### src/rtl/gf163_pkg.sv
// Shared constants and types for the GF(2^163) Itoh-Tsujii inverter.
package gf163_pkg;

  // Field degree and the low terms of f(x) = x^163 + x^7 + x^6 + x^3 + 1.
  localparam int              GF_M    = 163;
  localparam logic [GF_M-1:0] GF_POLY = 163'hC9;

  // Every nonzero term of GF_POLY lies below x^8.
  localparam int GF_TAPW = 8;

  // Addition chain 1,2,4,5,10,20,40,80,81,162 expressed as nine
  // square-then-multiply steps. SQ_CNT is the number of squarings before
  // each multiply. B_SEL picks the second multiplier operand: 0 multiplies
  // by the beta saved at the start of the step, 1 multiplies by the input.
  localparam int         N_STEPS   = 9;
  localparam logic [3:0] LAST_STEP = 4'd8;

  localparam logic [6:0] SQ_CNT [N_STEPS] = '{
    7'd1, 7'd2, 7'd1, 7'd5, 7'd10, 7'd20, 7'd40, 7'd1, 7'd81
  };

  localparam logic B_SAVED = 1'b0;
  localparam logic B_AREG  = 1'b1;

  localparam logic B_SEL [N_STEPS] = '{
    B_SAVED, B_SAVED, B_AREG, B_SAVED, B_SAVED, B_SAVED, B_SAVED, B_AREG, B_SAVED
  };

  // Inverter control states.
  typedef enum logic [2:0] {
    ST_IDLE  = 3'd0,
    ST_SETUP = 3'd1,
    ST_SQR   = 3'd2,
    ST_MREQ  = 3'd3,
    ST_FSQ   = 3'd4,
    ST_DONE  = 3'd5
  } state_t;

endpackage

### src/rtl/gf163_inverter_if.sv
// Request/result bus of the inverter plus its link to the shared multiplier.
interface gf163_inverter_if;
  import gf163_pkg::*;

  // Client side
  logic            start;
  logic [GF_M-1:0] a_in;
  logic            busy;
  logic            done;
  logic            zero_err;
  logic [GF_M-1:0] z;

  // Multiplier side
  logic            mul_start;
  logic [GF_M-1:0] mul_a;
  logic [GF_M-1:0] mul_b;
  logic [GF_M-1:0] mul_z;
  logic            mul_done;

  // Environment: client plus multiplier.
  modport master (
    output start, a_in, mul_z, mul_done,
    input  busy, done, zero_err, z, mul_start, mul_a, mul_b
  );

  // The inverter itself.
  modport slave (
    input  start, a_in, mul_z, mul_done,
    output busy, done, zero_err, z, mul_start, mul_a, mul_b
  );

endinterface

### src/rtl/gf163_square.sv
// Combinational squaring in GF(2^163): spread the bits, then fold the upper
// half back with f(x). Two folds are enough: the first leaves at most six
// bits above x^162, the second lands well below it.
module gf163_square
  import gf163_pkg::*;
(
  input  logic [GF_M-1:0] i_a,
  output logic [GF_M-1:0] o_sq
);

  localparam int SW  = 2*GF_M - 1;          // spread width, 325
  localparam int F1W = GF_M + GF_TAPW - 1;  // width after the first fold

  logic [SW-1:0]   w_s;
  logic [F1W-1:0]  w_h1;
  logic [F1W-1:0]  w_f1;
  logic [GF_M-1:0] w_h2;

  // Squaring in characteristic 2 only interleaves zeros: s[2i] = a[i].
  for (genvar gi = 0; gi < GF_M; gi++) begin : g_spread
    assign w_s[2*gi] = i_a[gi];
    if (gi < GF_M-1) begin : g_odd
      assign w_s[2*gi+1] = 1'b0;
    end
  end

  // Fold x^(163+j) into x^j * (x^7 + x^6 + x^3 + 1), twice.
  always_comb begin
    w_h1 = F1W'(w_s[SW-1:GF_M]);
    w_f1 = F1W'(w_s[GF_M-1:0]);
    for (int k = 0; k < GF_TAPW; k++) begin
      if (GF_POLY[k]) w_f1 = w_f1 ^ (w_h1 << k);
    end
    w_h2 = GF_M'(w_f1[F1W-1:GF_M]);
    o_sq = w_f1[GF_M-1:0];
    for (int k = 0; k < GF_TAPW; k++) begin
      if (GF_POLY[k]) o_sq = o_sq ^ (w_h2 << k);
    end
  end

endmodule

### src/rtl/gf163_inverter.sv
// Itoh-Tsujii inverter for GF(2^163): a^-1 = a^(2^163 - 2).
// Squarings run internally at one per cycle; the nine multiplications are
// handed to the shared multiplier over a start/done handshake.
module gf163_inverter
  import gf163_pkg::*;
(
  input  logic             clk,
  input  logic             rst,
  gf163_inverter_if.slave  io_bus
);

  state_t          r_state;
  state_t          w_next;

  logic [GF_M-1:0] r_t;      // running power of a
  logic [GF_M-1:0] r_saved;  // beta captured at the start of each step
  logic [GF_M-1:0] r_a;      // input operand
  logic [GF_M-1:0] r_z;      // last result, held between operations
  logic [6:0]      r_cnt;    // squarings left in this step
  logic [3:0]      r_step;   // addition-chain step, 0..8
  logic            r_zero;   // operand of the current run was zero

  logic [GF_M-1:0] w_sq;
  logic [GF_M-1:0] w_res;
  logic            w_a_zero;

  // One squarer serves both the chain squarings and the final square.
  gf163_square u_square (
    .i_a  (r_t),
    .o_sq (w_sq)
  );

  assign w_a_zero = (io_bus.a_in == '0);
  assign w_res    = r_zero ? '0 : r_t;

  // State register; reset aborts any run immediately.
  always_ff @(posedge clk or posedge rst) begin
    if (rst) r_state <= ST_IDLE;
    else     r_state <= w_next;
  end

  // Next-state logic: walk the nine square-multiply steps, then one square.
  always_comb begin
    w_next = r_state;
    case (r_state)
      ST_IDLE: begin
        if (io_bus.start) w_next = w_a_zero ? ST_DONE : ST_SETUP;
      end
      ST_SETUP: w_next = ST_SQR;
      ST_SQR: begin
        if (r_cnt == 7'd1) w_next = ST_MREQ;
      end
      ST_MREQ: begin
        if (io_bus.mul_done) w_next = (r_step == LAST_STEP) ? ST_FSQ : ST_SETUP;
      end
      ST_FSQ:  w_next = ST_DONE;
      ST_DONE: w_next = ST_IDLE;
      default: w_next = ST_IDLE;
    endcase
  end

  // Datapath registers, each updated only in the state that owns it.
  always_ff @(posedge clk or posedge rst) begin
    if (rst) begin
      r_t     <= '0;
      r_saved <= '0;
      r_a     <= '0;
      r_z     <= '0;
      r_cnt   <= '0;
      r_step  <= '0;
      r_zero  <= 1'b0;
    end else begin
      case (r_state)
        ST_IDLE: begin
          if (io_bus.start) begin
            r_a    <= io_bus.a_in;
            r_t    <= io_bus.a_in;
            r_step <= '0;
            r_zero <= w_a_zero;
          end
        end
        ST_SETUP: begin
          r_saved <= r_t;
          r_cnt   <= SQ_CNT[r_step];
        end
        ST_SQR: begin
          r_t   <= w_sq;
          r_cnt <= r_cnt - 7'd1;
        end
        ST_MREQ: begin
          // Product is taken only here; a stray mul_done elsewhere is ignored.
          if (io_bus.mul_done) begin
            r_t <= io_bus.mul_z;
            if (r_step != LAST_STEP) r_step <= r_step + 4'd1;
          end
        end
        ST_FSQ:  r_t <= w_sq;
        ST_DONE: r_z <= w_res;
        default: ;
      endcase
    end
  end

  // Outputs are decoded from state so that reset clears them at once.
  // z shows the fresh result during the done cycle and r_z afterwards.
  assign io_bus.busy      = (r_state != ST_IDLE);
  assign io_bus.done      = (r_state == ST_DONE);
  assign io_bus.zero_err  = (r_state == ST_DONE) && r_zero;
  assign io_bus.z         = (r_state == ST_DONE) ? w_res : r_z;
  assign io_bus.mul_start = (r_state == ST_MREQ);
  assign io_bus.mul_a     = r_t;
  assign io_bus.mul_b     = (B_SEL[r_step] == B_AREG) ? r_a : r_saved;

endmodule

### src/flat_wrapper.sv
// flat-port wrapper written by rule: the top's interface ports become plain ports
module gf163_inverter_flat import gf163_pkg::*;
  (clk, rst, io_bus_start, io_bus_a_in, io_bus_mul_z, io_bus_mul_done, io_bus_busy, io_bus_done, io_bus_zero_err, io_bus_z, io_bus_mul_start, io_bus_mul_a, io_bus_mul_b);
  gf163_inverter_if io_bus_i ();
  input  logic clk;
  input  logic rst;
  input wire logic [$bits(io_bus_i.start)-1:0] io_bus_start;
  input wire logic [$bits(io_bus_i.a_in)-1:0] io_bus_a_in;
  input wire logic [$bits(io_bus_i.mul_z)-1:0] io_bus_mul_z;
  input wire logic [$bits(io_bus_i.mul_done)-1:0] io_bus_mul_done;
  output wire logic [$bits(io_bus_i.busy)-1:0] io_bus_busy;
  output wire logic [$bits(io_bus_i.done)-1:0] io_bus_done;
  output wire logic [$bits(io_bus_i.zero_err)-1:0] io_bus_zero_err;
  output wire logic [$bits(io_bus_i.z)-1:0] io_bus_z;
  output wire logic [$bits(io_bus_i.mul_start)-1:0] io_bus_mul_start;
  output wire logic [$bits(io_bus_i.mul_a)-1:0] io_bus_mul_a;
  output wire logic [$bits(io_bus_i.mul_b)-1:0] io_bus_mul_b;
  assign io_bus_i.start = io_bus_start;
  assign io_bus_i.a_in = io_bus_a_in;
  assign io_bus_i.mul_z = io_bus_mul_z;
  assign io_bus_i.mul_done = io_bus_mul_done;
  assign io_bus_busy = io_bus_i.busy;
  assign io_bus_done = io_bus_i.done;
  assign io_bus_zero_err = io_bus_i.zero_err;
  assign io_bus_z = io_bus_i.z;
  assign io_bus_mul_start = io_bus_i.mul_start;
  assign io_bus_mul_a = io_bus_i.mul_a;
  assign io_bus_mul_b = io_bus_i.mul_b;
  gf163_inverter u_core (.clk(clk), .rst(rst), .io_bus(io_bus_i));
endmodule
### config.mk
export PLATFORM = sky130hd
export DESIGN_NAME = gf163_inverter_flat
export DESIGN_NICKNAME = d
export VERILOG_FILES = /design/src/rtl/gf163_pkg.sv /design/src/rtl/gf163_inverter_if.sv /design/src/rtl/gf163_square.sv /design/src/rtl/gf163_inverter.sv /design/src/flat_wrapper.sv
export SDC_FILE = /design/constraint.sdc
export NUM_CORES = 2
export LEC_CHECK = 0
export CAP_MARGIN = 20
export CORE_AREA = 3 3 236 470
export CTS_CLUSTER_SIZE = 10
export DETAILED_ROUTE_END_ITERATION = 8
export DIE_AREA = 0 0 239 473
export PLACE_DENSITY = 0.55
export RECOVER_POWER = 50
export SYNTH_ARGS = -nofsm -noshare
export SYNTH_HDL_FRONTEND = slang
export SYNTH_SLANG_ARGS = --single-unit
### constraint.sdc
create_clock -name clk -period 24.2 [get_ports clk]
set_input_delay 3.63 -clock clk [delete_from_list [all_inputs] [get_ports clk]]
set_output_delay 3.63 -clock clk [all_outputs]
set_load 0.005 [all_outputs]
==> summary.md <==
Global routing
- 26 — initial antenna violation count
- 29.1k — vias in the first global route
- 160 — largest net degree at the start of global routing
- 27.4% — global-route usage over all layers
- 0 — remaining global-route overflow
- 222000 um — first-pass GRT wire length

Place
- 822 — input/output buffers
- 0.833 — weighted congestion at the end of routability-driven global placement
- 113000 um — detailed placement HPWL
- 16.15 ns — Place WS

Logic synthesis
- sky130_fd_sc_hd__dfrtp_1 — Yosys top cell by area
- 0 — YS warnings
- sky130_fd_sc_hd__dfrtp_1 52%, sky130_fd_sc_hd__mux2_2 11%, sky130_fd_sc_hd__nand2_1 9.8%, sky130_fd_sc_hd__xnor2_1 4.5%, sky130_fd_sc_hd__a221oi_1 4.3% — cells taking the most area after synthesis
- 51.9% — sequential-to-total area share from yosys stat
- 0 — number of flops mapped to enable cells by yosys
- sky130_fd_sc_hd__dfrtp_1 — top_reg_cell synth
- 46 — distinct cell type count after synthesis
- 51.9% — Synth top area share
- 9.66 um2 — average cell area after synthesis
- 0.0322 mm2 — post-synthesis instance area
- 100% — share of flip-flops with an asynchronous set or reset
- 3666 — number of nets produced by synthesis
- 667 — synthesized flop and latch total
- 3330 — cell count after synthesis

Pwr
- 155 mW/mm2 — cell area power density
- 18.6 nW — static leakage power
- 0.102 mV — Worst IR Drop VDD

Layout
- 40.4% — utilization after layout
- sky130_fd_sc_hd__nand2_1 — leading cell type in the layout, fill and taps excluded
- 11.8% — fraction of final layout cells sized beyond drive strength 1
- 837 x sky130_fd_sc_hd__nand2_1, 788 x sky130_fd_sc_hd__clkdlybuf4s50_1, 667 x sky130_fd_sc_hd__dfrtp_1 — commonest cells after routing, fill and taps aside
- 4336 — fin nets
- 10.7k — filler instances
- 35.0% — synthesis-to-layout area growth

Floorplan
- 473 um — vertical die dimension
- 170 — number of rows in the core area
- 0.108 mm2 — core outline area
- 29.9% — initial core utilization
- 239 um — width of the chip
- 823 — io pins
- 0.113 mm2 — Die Footprint

STA
- 48.2% — ratio of final minimum period to clock period
- 0 — number of setup violations in the final report
- 12.54 ns — worst path setup slack after routing
- 11.66 ns — min cycle time layout
- 1050 — max-slew violations
- 0 — Hold Vio Cnt, Final
- -237% — remaining max-slew budget at the tightest pin
- 0.0278 ns — Max Clock Skew
- 0 ns — Total Neg Setup Slack
- 0.469 ns — smallest hold slack
- no — setup repair after global routing missed its margin
- 0.0858 GHz — maximum clock frequency
- 5.06 ns — Worst-Margin Slew

Setup path
- 20.57 ns — Crit path required time
- u_core.r_state[1]$_DFFE_PP0P_ — Reg2Reg Launch Point
- u_core.r_zero$_DFFE_PP0P_ — first element of the critical path
- flip-flop — kind of start point of the critical path
- reg -> out — category of the critical setup timing path
- 8.03 ns — Worst Path Arrival
- output port — CP endpoint kind
- 103 — maximum fanout along the worst path

Worst hold path
- u_core.r_saved[118]$_DFFE_PP0P_ — hold wc startpoint
- reg -> reg — path type of the worst min-delay path

CTS
- 0 — post_cts resized
- sky130_fd_sc_hd__clkbuf_16 — Clk Tree Root Cell
- 667 — Sink Count
- 3 — CTS H-tree depth
- 0.06 ns — clock-pin slew reported for the worst setup and hold paths after clock tree synthesis
- 0 — Post-CTS Setup Inserts
- 3 — maximum buffer depth of the clock tree
- 0.66 ns — clock network latency to the later pin of the worst-skew pair
- 0 — cts-stage hold buffer count
- yes — CTS tree
- 78 — TritonCTS Buffers

Detailed routing
- 1943 — drt initial violations
- 28.1k — routed via count
- 0 — remaining routing DRC violations
- 5 — First-pass DRT Iterations
- 29.1 um — detailed-route wire length per cell
- 157000 um — detailed-route wire length
- 0 — number of routed nets with antenna violations
- 5.20 — Vias/cell

Status
- capacitance limit, slew limit — violated checks
- complete, but fails checks — run status

Flow run
- 17 — max-capacitance violation count

-- state kept, by name (all words and copies together), names as in the netlist --
register,cells
u_core.r_zero,1
u_core.r_a,163
u_core.r_step,4
u_core.r_cnt,7
u_core.r_z,163
u_core.io_bus.mul_a,163
u_core.r_state,3
u_core.r_saved,163
-- worst max-delay path, stage by stage, from the launching register on --
cell,delay [ns]
sky130_fd_sc_hd__dfrtp_1,0.34
sky130_fd_sc_hd__clkinvlp_2,3.51
sky130_fd_sc_hd__clkbuf_1,2.15
sky130_fd_sc_hd__nand2_1,0.59
sky130_fd_sc_hd__o21ai_0,0.18
sky130_fd_sc_hd__clkdlybuf4s50_1,0.52
-- path summary, 6_finish.rpt --
path / cells after the start / slack [ns] / endpoint
min reg2reg: 2 / 0.47 / u_core.r_saved[118]$_DFFE_PP0P_
max reg2reg: 6 / 15.66 / u_core.r_saved[128]$_DFFE_PP0P_
max: 5 / 12.54 / io_bus_z[127]
max in group asynchronous: 6 / 12.60 / u_core.io_bus.mul_a[20]$_DFFE_PP0P_
min: 2 / 0.47 / u_core.r_saved[118]$_DFFE_PP0P_
min in group asynchronous: 2 / 5.04 / u_core.r_a[111]$_DFFE_PP0P_
-- synth_stat cells, types with 2 or more instances --
cell                       count
sky130_fd_sc_hd__a21oi_1     165
sky130_fd_sc_hd__nor4_1       43
sky130_fd_sc_hd__mux2_2      327
sky130_fd_sc_hd__a22oi_1       8
sky130_fd_sc_hd__buf_4        12
sky130_fd_sc_hd__ha_1          6
sky130_fd_sc_hd__clkbuf_1    184
sky130_fd_sc_hd__nand2_1     838
sky130_fd_sc_hd__o211ai_1      3
sky130_fd_sc_hd__a22o_1        3
sky130_fd_sc_hd__buf_1         5
sky130_fd_sc_hd__and3_1        2
sky130_fd_sc_hd__nor3_1        5
sky130_fd_sc_hd__nor2_1      330
sky130_fd_sc_hd__dfrtp_1     667
sky130_fd_sc_hd__mux2i_1       3
sky130_fd_sc_hd__o21ai_0     175
sky130_fd_sc_hd__o22ai_1       3
sky130_fd_sc_hd__nand4_1      13
sky130_fd_sc_hd__nand3_1       4
sky130_fd_sc_hd__nand3b_1      3
sky130_fd_sc_hd__buf_2        97
sky130_fd_sc_hd__xor2_1       79
sky130_fd_sc_hd__xnor2_1     164
sky130_fd_sc_hd__a221oi_1    157
sky130_fd_sc_hd__inv_1         9
sky130_fd_sc_hd__a31oi_1       5
sky130_fd_sc_hd__nor3b_2       2
-- layout make-up --
type	instances	area (um2)	area share (%)
antenna	12	30.0	0.0691
clock buffer	84	2020	4.64
clock inverter	9	72.6	0.167
inverter	10	45.0	0.104
multi-input combinational	2354	14200	32.6
sequential	667	16700	38.4
tap	1376	1720	3.96
timing repair buffer	889	8690	20.0
-- logic make-up after synthesis --
| group | synth area share (%) |
|---|---|
| simple gates | 15.3 |
| compound gates | 10.2 |
| fa+ha+maj | 0.233 |
| xor+xnor | 6.69 |
| mux | 11.6 |
| buf+inv | 4.15 |
| flops | 51.9 |
-- power by group --
part           leakage [nW]  internal [mW]  switching [mW]
clock                  1.02          0.586           0.484
sequential             8.26           1.59           0.676
combinational          9.30           1.71            1.70
total                  18.6           3.88            2.86
-- routing by layer --
metal / wire (um) / GRT usage [%] / part of all wire (%) / vias to the layer above
li1: - / - / - / 12502
met1: 59000 / 31.9 / 37 / 14067
met2: 78300 / 47.2 / 50 / 1262
met3: 13200 / 7.24 / 8.4 / 235
met4: 6860 / 11.7 / 4.4 / 20
met5: 135 / 0 / 0.086 / -
-- metrics by stage --
stage          std cells  total power [mW]  cell area (um2)
2_1_floorplan       3330              3.90            32200
3_3_place_gp        5295              5.65            41400
3_5_place_dp        5295              5.68            41400
4_1_cts             5388              6.79            43500
5_1_grt             5398              7.16            43400
6_report            5401              6.74            43400
No activity file was read; power rests on OpenSTA's default activity.
